File: config.mk
export PLATFORM = sky130hd
export DESIGN_NAME = uflash_boot_copier_flat
export DESIGN_NICKNAME = d
export VERILOG_FILES = /design/src/rtl/uflash_boot_copier_pkg.sv /design/src/rtl/uflash_boot_copier_if.sv /design/src/rtl/uflash_boot_copier.sv /design/src/flat_wrapper.sv
export SDC_FILE = /design/constraint.sdc
export NUM_CORES = 1
export LEC_CHECK = 0
export BUFFER_PORTS_ARGS = -buffer_cell sky130_fd_sc_hd__buf_2
export CAP_MARGIN = 10
export CORE_ASPECT_RATIO = 0.8
export CORE_MARGIN = 1
export CORE_UTILIZATION = 45
export DETAILED_ROUTE_END_ITERATION = 6
export PLACE_DENSITY = 0.7
export SKIP_LAST_GASP = 1
export SYNTH_ARGS = -nofsm -noshare
export SYNTH_HDL_FRONTEND = slang
export SYNTH_SLANG_ARGS = --single-unit
File: constraint.sdc
create_clock -name clk -period 3 [get_ports clk]
set_input_delay 0.45 -clock clk [delete_from_list [all_inputs] [get_ports clk]]
set_output_delay 0.45 -clock clk [all_outputs]
set_load 0.02 [all_outputs]
File: src/rtl/uflash_boot_copier_pkg.sv
// Shared definitions for the boot copier: FSM encoding, image magic and flash geometry.
package uflash_boot_copier_pkg;

    typedef enum logic [2:0] {
        ST_IDLE,
        ST_HDR,
        ST_CHK,
        ST_RD,
        ST_WR,
        ST_SUM,
        ST_FIN,
        ST_FAIL
    } state_e;

    localparam logic [15:0] BOOT_MAGIC  = 16'hB007;
    localparam int          FLASH_WORDS = 19456;
    localparam int          FL_AW       = 15;

    // Header-relative flash word address; the header check guarantees no wrap.
    function automatic logic [FL_AW-1:0] flash_word_addr(input logic [FL_AW-1:0] base,
                                                         input logic [15:0] offset);
        return base + 15'(offset);
    endfunction

endpackage

File: src/rtl/uflash_boot_copier_if.sv
// Flash read port and SRAM write port driven by the boot copier.
interface uflash_boot_copier_if;
    import uflash_boot_copier_pkg::*;

    logic             fl_sel;
    logic [3:0]       fl_wstrb;
    logic [FL_AW-1:0] fl_addr;
    logic [31:0]      fl_rdata;
    logic             fl_ready;

    logic             mem_valid;
    logic [31:0]      mem_addr;
    logic [31:0]      mem_wdata;
    logic [3:0]       mem_wstrb;
    logic             mem_ready;

    modport master (
        output fl_sel, fl_wstrb, fl_addr, mem_valid, mem_addr, mem_wdata, mem_wstrb,
        input  fl_rdata, fl_ready, mem_ready
    );

    modport slave (
        input  fl_sel, fl_wstrb, fl_addr, mem_valid, mem_addr, mem_wdata, mem_wstrb,
        output fl_rdata, fl_ready, mem_ready
    );

endinterface

File: src/rtl/uflash_boot_copier.sv
// Copies a checksummed flash image into SRAM after reset and releases the CPU only
// when the whole image has been written and its checksum matches.
module uflash_boot_copier
    import uflash_boot_copier_pkg::*;
#(
    parameter logic [FL_AW-1:0] SRC_BASE   = 15'd0,
    parameter logic [31:0]      DST_BASE   = 32'h0000_0000,
    parameter logic [15:0]      MAX_WORDS  = 16'd8192,
    parameter bit               AUTO_START = 1'b1
) (
    input  logic                        clk,
    input  logic                        reset,
    input  logic                        start_i,
    uflash_boot_copier_if.master        bus,
    output logic                        cpu_hold_o,
    output logic                        busy_o,
    output logic                        done_o,
    output logic                        error_o
);

    state_e           state_q, state_d;
    logic             fl_sel_q, fl_sel_d;
    logic [FL_AW-1:0] fl_addr_q, fl_addr_d;
    logic             mem_valid_q, mem_valid_d;
    logic [31:0]      mem_addr_q, mem_addr_d;
    logic [31:0]      mem_wdata_q, mem_wdata_d;
    logic             busy_q, busy_d;
    logic             done_q, done_d;
    logic             error_q, error_d;
    logic             cpu_hold_q, cpu_hold_d;
    logic [31:0]      hdr_q, hdr_d;
    logic [15:0]      idx_q, idx_d;
    logic [31:0]      sum_q, sum_d;

    logic [15:0] hdrN;
    logic [16:0] imageEnd;
    logic        headerBad;
    logic [15:0] idxNext;

    assign hdrN      = hdr_q[15:0];
    assign imageEnd  = {2'b00, SRC_BASE} + {1'b0, hdrN} + 17'd2;
    assign headerBad = (hdr_q[31:16] != BOOT_MAGIC) || (hdrN > MAX_WORDS) ||
                       (imageEnd > 17'(FLASH_WORDS));
    assign idxNext   = idx_q + 16'd1;

    always_ff @(posedge clk) begin
        if (reset) begin
            state_q     <= ST_IDLE;
            fl_sel_q    <= 1'b0;
            fl_addr_q   <= SRC_BASE;
            mem_valid_q <= 1'b0;
            mem_addr_q  <= DST_BASE;
            mem_wdata_q <= 32'h0;
            busy_q      <= 1'b0;
            done_q      <= 1'b0;
            error_q     <= 1'b0;
            cpu_hold_q  <= 1'b1;
            hdr_q       <= 32'h0;
            idx_q       <= 16'h0;
            sum_q       <= 32'h0;
        end else begin
            state_q     <= state_d;
            fl_sel_q    <= fl_sel_d;
            fl_addr_q   <= fl_addr_d;
            mem_valid_q <= mem_valid_d;
            mem_addr_q  <= mem_addr_d;
            mem_wdata_q <= mem_wdata_d;
            busy_q      <= busy_d;
            done_q      <= done_d;
            error_q     <= error_d;
            cpu_hold_q  <= cpu_hold_d;
            hdr_q       <= hdr_d;
            idx_q       <= idx_d;
            sum_q       <= sum_d;
        end
    end

    // Each request is set up on the transition into its state so the bus outputs
    // come straight from registers and stay stable until the matching ready pulse.
    always_comb begin
        state_d     = state_q;
        fl_sel_d    = fl_sel_q;
        fl_addr_d   = fl_addr_q;
        mem_valid_d = mem_valid_q;
        mem_addr_d  = mem_addr_q;
        mem_wdata_d = mem_wdata_q;
        busy_d      = busy_q;
        done_d      = done_q;
        error_d     = error_q;
        cpu_hold_d  = cpu_hold_q;
        hdr_d       = hdr_q;
        idx_d       = idx_q;
        sum_d       = sum_q;

        case (state_q)
            ST_IDLE: begin
                if (AUTO_START || start_i) begin
                    state_d   = ST_HDR;
                    fl_sel_d  = 1'b1;
                    fl_addr_d = SRC_BASE;
                    busy_d    = 1'b1;
                end
            end
            ST_HDR: begin
                if (bus.fl_ready) begin
                    hdr_d    = bus.fl_rdata;
                    fl_sel_d = 1'b0;
                    state_d  = ST_CHK;
                end
            end
            ST_CHK: begin
                idx_d = 16'h0;
                sum_d = 32'h0;
                if (headerBad) begin
                    state_d = ST_FAIL;
                    error_d = 1'b1;
                    busy_d  = 1'b0;
                end else if (hdrN == 16'h0) begin
                    state_d   = ST_SUM;
                    fl_sel_d  = 1'b1;
                    fl_addr_d = flash_word_addr(SRC_BASE, hdrN + 16'd1);
                end else begin
                    state_d   = ST_RD;
                    fl_sel_d  = 1'b1;
                    fl_addr_d = flash_word_addr(SRC_BASE, 16'd1);
                end
            end
            ST_RD: begin
                if (bus.fl_ready) begin
                    sum_d       = sum_q + bus.fl_rdata;
                    fl_sel_d    = 1'b0;
                    mem_valid_d = 1'b1;
                    mem_addr_d  = DST_BASE + {14'b0, idx_q, 2'b00};
                    mem_wdata_d = bus.fl_rdata;
                    state_d     = ST_WR;
                end
            end
            ST_WR: begin
                if (bus.mem_ready) begin
                    mem_valid_d = 1'b0;
                    idx_d       = idxNext;
                    fl_sel_d    = 1'b1;
                    if (idxNext == hdrN) begin
                        state_d   = ST_SUM;
                        fl_addr_d = flash_word_addr(SRC_BASE, hdrN + 16'd1);
                    end else begin
                        state_d   = ST_RD;
                        fl_addr_d = flash_word_addr(SRC_BASE, idxNext + 16'd1);
                    end
                end
            end
            ST_SUM: begin
                if (bus.fl_ready) begin
                    fl_sel_d = 1'b0;
                    busy_d   = 1'b0;
                    if (bus.fl_rdata == sum_q) begin
                        state_d    = ST_FIN;
                        done_d     = 1'b1;
                        cpu_hold_d = 1'b0;
                    end else begin
                        state_d = ST_FAIL;
                        error_d = 1'b1;
                    end
                end
            end
            ST_FIN, ST_FAIL: begin
                state_d = state_q;
            end
            default: begin
                state_d = ST_IDLE;
            end
        endcase
    end

    assign bus.fl_sel    = fl_sel_q;
    assign bus.fl_wstrb  = 4'b0000;
    assign bus.fl_addr   = fl_addr_q;
    assign bus.mem_valid = mem_valid_q;
    assign bus.mem_addr  = mem_addr_q;
    assign bus.mem_wdata = mem_wdata_q;
    assign bus.mem_wstrb = {4{mem_valid_q}};
    assign cpu_hold_o    = cpu_hold_q;
    assign busy_o        = busy_q;
    assign done_o        = done_q;
    assign error_o       = error_q;

endmodule

File: src/flat_wrapper.sv
// flat-port wrapper written by rule: the top's interface ports become plain ports
module uflash_boot_copier_flat import uflash_boot_copier_pkg::*;
#(
    parameter logic [FL_AW-1:0] SRC_BASE   = 15'd0,
    parameter logic [31:0]      DST_BASE   = 32'h0000_0000,
    parameter logic [15:0]      MAX_WORDS  = 16'd8192,
    parameter bit               AUTO_START = 1'b1
)
  (clk, reset, start_i, cpu_hold_o, busy_o, done_o, error_o, bus_fl_sel, bus_fl_wstrb, bus_fl_addr, bus_mem_valid, bus_mem_addr, bus_mem_wdata, bus_mem_wstrb, bus_fl_rdata, bus_fl_ready, bus_mem_ready);
  uflash_boot_copier_if bus_i ();
  input  logic clk;
  input  logic reset;
  input  logic start_i;
  output logic cpu_hold_o;
  output logic busy_o;
  output logic done_o;
  output logic error_o;
  output wire logic [$bits(bus_i.fl_sel)-1:0] bus_fl_sel;
  output wire logic [$bits(bus_i.fl_wstrb)-1:0] bus_fl_wstrb;
  output wire logic [$bits(bus_i.fl_addr)-1:0] bus_fl_addr;
  output wire logic [$bits(bus_i.mem_valid)-1:0] bus_mem_valid;
  output wire logic [$bits(bus_i.mem_addr)-1:0] bus_mem_addr;
  output wire logic [$bits(bus_i.mem_wdata)-1:0] bus_mem_wdata;
  output wire logic [$bits(bus_i.mem_wstrb)-1:0] bus_mem_wstrb;
  input wire logic [$bits(bus_i.fl_rdata)-1:0] bus_fl_rdata;
  input wire logic [$bits(bus_i.fl_ready)-1:0] bus_fl_ready;
  input wire logic [$bits(bus_i.mem_ready)-1:0] bus_mem_ready;
  assign bus_fl_sel = bus_i.fl_sel;
  assign bus_fl_wstrb = bus_i.fl_wstrb;
  assign bus_fl_addr = bus_i.fl_addr;
  assign bus_mem_valid = bus_i.mem_valid;
  assign bus_mem_addr = bus_i.mem_addr;
  assign bus_mem_wdata = bus_i.mem_wdata;
  assign bus_mem_wstrb = bus_i.mem_wstrb;
  assign bus_i.fl_rdata = bus_fl_rdata;
  assign bus_i.fl_ready = bus_fl_ready;
  assign bus_i.mem_ready = bus_mem_ready;
  uflash_boot_copier #(.SRC_BASE(SRC_BASE), .DST_BASE(DST_BASE), .MAX_WORDS(MAX_WORDS), .AUTO_START(AUTO_START)) u_core (.clk(clk), .reset(reset), .start_i(start_i), .bus(bus_i), .cpu_hold_o(cpu_hold_o), .busy_o(busy_o), .done_o(done_o), .error_o(error_o));
endmodule
After elaboration in Yosys (flattened, before gate mapping)
Index checks and enable logic that the tools add are counted.
{"block": "op_classes", "n_lt_le_gt_ge": 2, "reduce_logical": 24, "addsub": 5, "n_mux": 31, "bitwise_logic": 1, "n_eq_ne": 18}
{"op": "$pmux W32 S2", "count": 1}
{"op": "$mux W15", "count": 4}
{"op": "$pmux W15 S3", "count": 1}
{"op": "$add A32 B32 Y32", "count": 1}
{"op": "$eq A32 B32 Y1", "count": 1}
{"op": "$mux W32", "count": 1}
{"op": "$pmux W16 S2", "count": 1}
{"op": "$add A15 B1 Y15 const B", "count": 2}
{"op": "$mux W3", "count": 7}
{"op": "$pmux W3 S6", "count": 1}
{"op": "$add A16 B2 Y17 const B", "count": 1}
{"op": "$gt A17 B15 Y1 const B", "count": 1}
{"op": "$add A16 B1 Y16 const B", "count": 1}
{"op": "$eq A16 B16 Y1", "count": 1}
{"op": "$gt A16 B14 Y1 const B", "count": 1}
{"op": "$logic_not A16 Y1", "count": 1}
{"op": "$mux W16", "count": 1}
{"op": "$ne A16 B16 Y1 const B", "count": 1}
{"op": "$eq A3 B3 Y1 const B", "count": 4}
{"op": "$ne A2 B2 Y1 const B", "count": 6}
{"op": "$reduce_and A3 Y1", "count": 4}
{"op": "$mux W1", "count": 10}
{"op": "$reduce_and A2 Y1", "count": 4}
{"op": "$reduce_and A4 Y1", "count": 2}
{"op": "15 further kinds", "count": 23}
{"block": "word_totals", "input_bits": 37, "elab_cells": 94, "regBits": 152}

Logic depth before layout (Yosys ltp)
{"block": "logic_depth", "word_depth": 5, "ltp_mapped": 13}

Worst setup path before layout
Ideal clock, no wire load.
{"block": "synth_timing", "kind": "in2reg", "start": "in bus_fl_rdata[2]", "end": "reg u_core.sum_q[31]", "t_required_ns": 2.877, "path_buffers": 0, "cell_stages": 10, "setup_time_ns": 0.123, "setup_slack_ns": 0.044, "arrival_time_ns": 2.833, "path_cell_list": "ha_1 o211a_1 a21oi_1 a21oi_1 a311o_1 a31oi_1 o21ai_1 o31a_1 mux2i_1 mux2_1"}
{"block": "synth_via", "elab_chain_cells": 3}
{"element": "from (decl)", "line": "flat_wrapper.sv:25", "text": "input wire logic [$bits(bus_i.fl_rdata)-1:0] bus_fl_rdata;"}
{"element": "$add A32 B32 Y32", "line": "uflash_boot_copier.sv:130", "text": "sum_d = sum_q + bus.fl_rdata;"}
{"element": "$mux W32", "line": "uflash_boot_copier.sv:129", "text": "if (bus.fl_ready) begin"}
{"element": "$pmux W32 S2", "line": "uflash_boot_copier.sv:95", "text": "case (state_q)"}
{"element": "to (signal assigned)", "line": "uflash_boot_copier.sv:74", "text": "sum_q <= sum_d;"}
{"element": "to (decl)", "line": "uflash_boot_copier.sv:33", "text": "logic [31:0] sum_q, sum_d;"}
No other way between the ends. The select of a mux whose other input is x is not followed.
A chain may end at the register's enable or synchronous reset.

Worst setup path in the final report
{"block": "layout_timing", "start": "reg u_core.sum_q[12]", "end": "reg u_core.sum_q[31]"}
{"block": "layout_via", "elab_chain_cells": 3}
{"element": "$add A32 B32 Y32", "line": "uflash_boot_copier.sv:130"}
{"element": "$mux W32", "line": "uflash_boot_copier.sv:129"}
{"element": "$pmux W32 S2", "line": "uflash_boot_copier.sv:95"}
No other way between the ends. The select of a mux whose other input is x is not followed.

==> impl.org <==
** Outcome
- The run finished with clean final reports.

** Flow run
- Max-capacitance violation count :: 0

** Layout
- Number of nets at the end of the flow :: 1,362
- Once layout is complete, the utilization of the core stands at between 50 and 60%.
- Layout cell share with drive strength beyond 1 :: approximately 22%
- The sequential cells in the finished layout cover a total of 3050 sq um.
- Counting the fill cells in the layout gives ~1,800.
- Relative to the synthesized area, the layout overhead comes to 21.7%.
- Once layout is done, the placed cells without fillers occupy 10,800 sq um.
- Total area of multi-input combinational cells :: 5320 sq um
- Antenna fix cells :: 0

** Critical path
- Origin of the critical flop-to-flop path :: u_core.sum_q[12]
- The critical path is of the register to register type.
- STA classifies the critical path endpoint as a register.
- Along the worst path, the maximum fanout reaches 4.
- At the worst endpoint, the required time is 3.33 ns.
- The critical path starts at u_core.sum_q[12].
- Arr. time, crit path :: 3.20 ns
- STA classifies the critical path startpoint as a register.

** STA
- The routed design could run at a clock period as short as 2.87 ns.
- Worst slew margin :: between 40% and 50%
- Final count of negative-setup-slack endpoints :: 0
- Final hold violation count :: 0
- For the pin with the worst max-slew slack, the measured transition is about 0.84 ns.
- Static timing analysis puts the maximum clock frequency at 348 MHz.
- Final count of pins violating max slew :: 0
- The clock arrives with approximately 0.012 ns of skew.
- Sum of negative setup slack :: 0 ns
- After layout, the worst path uses between 90% and 100% of the clock period.
- Post-Route Hold Slack :: 0.288 ns

** Logic synthesis
- Synthesized area per cell :: 7.76 sq um
- Cells after synthesis :: roughly 1,100
- Top post-synthesis cells by count :: sky130_fd_sc_hd__nand2_1, sky130_fd_sc_hd__dfxtp_1, sky130_fd_sc_hd__a21oi_1
- The synthesized netlist occupies a cell area of 8870 sq um.
- Counting flops and latches in the post-synthesis netlist gives about 150.
- In this run, synthesis inferred 0 flip-flops with an integrated enable.
- Yosys attributes the largest share of cell area to sky130_fd_sc_hd__dfxtp_1, sky130_fd_sc_hd__nand2_1, sky130_fd_sc_hd__a21oi_1, sky130_fd_sc_hd__ha_1, sky130_fd_sc_hd__xnor2_1.
- Area share of the largest cell type after synthesis :: 34.3%
- Count of unique library cells instantiated by Yosys :: 77
- For this run, the register share of the synthesized area comes to 34.3%.
- The biggest area contributor in the post-synthesis netlist is sky130_fd_sc_hd__dfxtp_1.
- For this run, the leading register cell type out of synthesis is sky130_fd_sc_hd__dfxtp_1.
- Among all cell types in the netlist, the one instantiated most often is sky130_fd_sc_hd__nand2_1.
- Share of async-settable or async-resettable flops after synthesis :: 0%
- Number of warnings reported in the yosys synthesis log :: 0

** Clocking
- Clk sinks :: 152
- Clock-pin slew was measured on the worst setup and hold paths at 0.07 ns.
- Clk Latency, worst-skew pair :: 0.44 ns
- Clock tree synthesis selected as its root buffer the cell sky130_fd_sc_hd__clkbuf_16.
- TritonCTS built the clock tree.
- Counting along the longest clock path gives a buffer depth of 2.
- The number of hold buffers added after CTS was 0.
- Number of clock buffers inserted by TritonCTS :: 17
- The H-tree was split into 4 levels.

** Power and ir drop
- Seq pwr share :: 43.0%
- Part of the power in combinational logic :: 11.2%
- Across the VDD grid, the largest voltage drop is 0.000309 V.
- Clk network pwr share :: 45.8%
- Power Total :: approximately 5000 uW
- Total net switching power :: around 1400 uW
- Summed over all cells, the static leakage comes to 0.00453 uW.
- P_int :: approximately 3500 uW
- For this design the ratio of total power to cell area is 454 nW/um^2.
- Fraction of power spent switching nets :: 27.6%

** Detailed routing
- The count of nets left with antenna violations once routing finished came out at 0.
- Routed wire length :: 26.0 mm
- After detailed routing, the average wire length per cell comes to 16.7 um.
- The routed layout has around 8,700 vias.
- Via-per-instance ratio :: 5.60
- Wire segments on met2 add up to roughly 11 mm in the final route.
- Wire segments on met3 add up to 1.97 mm in the final route.
- For this block, the initial DRC count from the detailed router was about 710.
- The pre-antenna-repair detailed-routing pass consisted of 5 iterations.
- Number of remaining DRC errors :: 0
- For this block, wires on met1 add up to 12.9 mm.
- Highest metal layer used by the detailed router :: met4

** Global routing
- The first global-routing pass estimated 41.4 mm of wire.
- The number of global-route vias before repair came to 7,836.
- Global routing consumed, over all layers together, 25.7% of the routing resources.
- Remaining global-route overflow :: 0
- The initial antenna violation count came to 0.
- Maximum number of pins on one net before global-route repair :: 80

** Die
- Die height :: 128 um
- Starting Density :: 46.3%
- Std-Cell Rows :: between 40 and 50
- 130 I/O pins were placed.
- Floorplan die width :: 159 um
- Floorplan Core Area :: 19,100 sq um
- The die covers 20,300 sq um.

** Place
- GP Congestion :: 0.979
- Sum of net half-perimeters after detailed placement :: approximately 19 mm
- Placed Area :: around 10,000 sq um
- Count of input and output buffers :: 108

** Worst hold path
- The min-delay analysis places its worst path in the category primary input to register.
- Hold wc startpoint :: bus_fl_rdata[26]
==> worst max-delay path: stages (launching register included) <==
cell                      delay (ns)
sky130_fd_sc_hd__dfxtp_1        0.33
sky130_fd_sc_hd__ha_1           0.32
sky130_fd_sc_hd__a21oi_1        0.15
sky130_fd_sc_hd__o21ai_0        0.15
sky130_fd_sc_hd__a311o_1        0.40
sky130_fd_sc_hd__a31o_2         0.25
sky130_fd_sc_hd__a31oi_1        0.15
sky130_fd_sc_hd__buf_4          0.16
sky130_fd_sc_hd__o21ai_1        0.10
sky130_fd_sc_hd__o31a_1         0.27
sky130_fd_sc_hd__mux2i_1        0.17
sky130_fd_sc_hd__mux2_1         0.33
==> cells by family (layout without fill, tap and decap cells) <==
logic type	count (synthesis)	in the layout	share of synthesized area, %
other	1	20	0.0423
XOR/XNOR	76	76	7.59
AND/OR/NAND/NOR	430	430	22.6
AO/OA/AOI/OAI	306	306	22.1
flip-flops	152	152	34.3
buffers and inverters	134	273	7.30
adder cells (fa/ha/maj)	38	38	5.45
multiplexers	5	5	0.593
==> metrics by stage <==
step	cells	setup WS [ns]
6_report	1558	0.125
5_1_grt	1558	-0.0329
4_1_cts	1555	0.0104
3_5_place_dp	1523	-0.199
3_3_place_gp	1523	-0.174
2_1_floorplan	1161	0.0439
==> cells in the final DEF, fill, tap and decap left out, types with 7 or more instances in the layout <==
cell	instances
sky130_fd_sc_hd__nor3_1	16
sky130_fd_sc_hd__buf_2	107
sky130_fd_sc_hd__and2_1	7
sky130_fd_sc_hd__a22o_1	12
sky130_fd_sc_hd__dfxtp_1	150
sky130_fd_sc_hd__xnor2_1	50
sky130_fd_sc_hd__and3_1	10
sky130_fd_sc_hd__a21o_1	16
sky130_fd_sc_hd__o21ai_1	7
sky130_fd_sc_hd__a221oi_2	7
sky130_fd_sc_hd__a21oi_1	125
sky130_fd_sc_hd__clkbuf_16	17
sky130_fd_sc_hd__a22oi_1	24
sky130_fd_sc_hd__o21ai_0	39
sky130_fd_sc_hd__nand4_1	10
sky130_fd_sc_hd__nand2_1	207
sky130_fd_sc_hd__ha_1	36
sky130_fd_sc_hd__nor4_1	17
sky130_fd_sc_hd__conb_1	20
sky130_fd_sc_hd__xor2_1	25
sky130_fd_sc_hd__a31oi_1	11
sky130_fd_sc_hd__buf_4	110
sky130_fd_sc_hd__nand2b_1	10
sky130_fd_sc_hd__nor2b_1	15
sky130_fd_sc_hd__nand3_1	22
sky130_fd_sc_hd__nor2_1	82
sky130_fd_sc_hd__inv_1	21
==> per-layer routing <==
layer,global-route usage (%),up-vias
met3,5.13,33
met4,6.84,0
met2,37.5,353
met1,38.2,4100
li1,-,4235
met5,0,-
==> sequential cells by signal, summed over array words and instances, names as in the netlist <==
signal	cells
u_core.bus.fl_addr	15
u_core.bus.fl_sel	1
u_core.bus.mem_addr	16
u_core.bus.mem_valid	1
u_core.bus.mem_wdata	32
u_core.busy_o	1
u_core.cpu_hold_o	1
u_core.done_o	1
u_core.error_o	1
u_core.hdr_q	32
u_core.idx_q	16
u_core.state_q	3
u_core.sum_q	32
==> area by class of cell <==
class                           instances  share of cell area, %
Clock inverter                         13                   1.53
Multi-Input combinational cell        875                   49.3
Sequential cell                       152                   28.2
Clock buffer                           19                   4.11
Timing Repair Buffer                  220                   13.1
Inverter                               21                  0.731
Tap cell                              258                   2.99
==> final timing paths <==
kind | end | slack [ns] | cells after the start
max reg2reg | u_core.sum_q[31] | 0.13 | 11
min | u_core.hdr_q[26] | 0.29 | 3
max | u_core.sum_q[31] | 0.13 | 11
min reg2reg | u_core.error_o | 0.45 | 2
==> power groups by stage <==
| stage | clock [uW] | combinational (uW) | sequential (uW) |
|---|---|---|---|
| 6_report | 2240 | 550 | 2100 |
| 5_1_grt | 2350 | 601 | 2110 |
| 4_1_cts | 2270 | 541 | 2100 |
| 3_3_place_gp | 0 | 532 | 2150 |
| 2_1_floorplan | 0 | 351 | 2140 |
| 3_5_place_dp | 0 | 538 | 2150 |
==> timing repair <==
item	in CTS	in global routing
gates cloned	0	0
setup endpoints to repair	1	20
pin swaps	0	7
endpoints found under the hold margin	0	0
buffers inserted	0	3
resized for setup	1	14
Note: power is estimated with default switching activity, not from simulation.
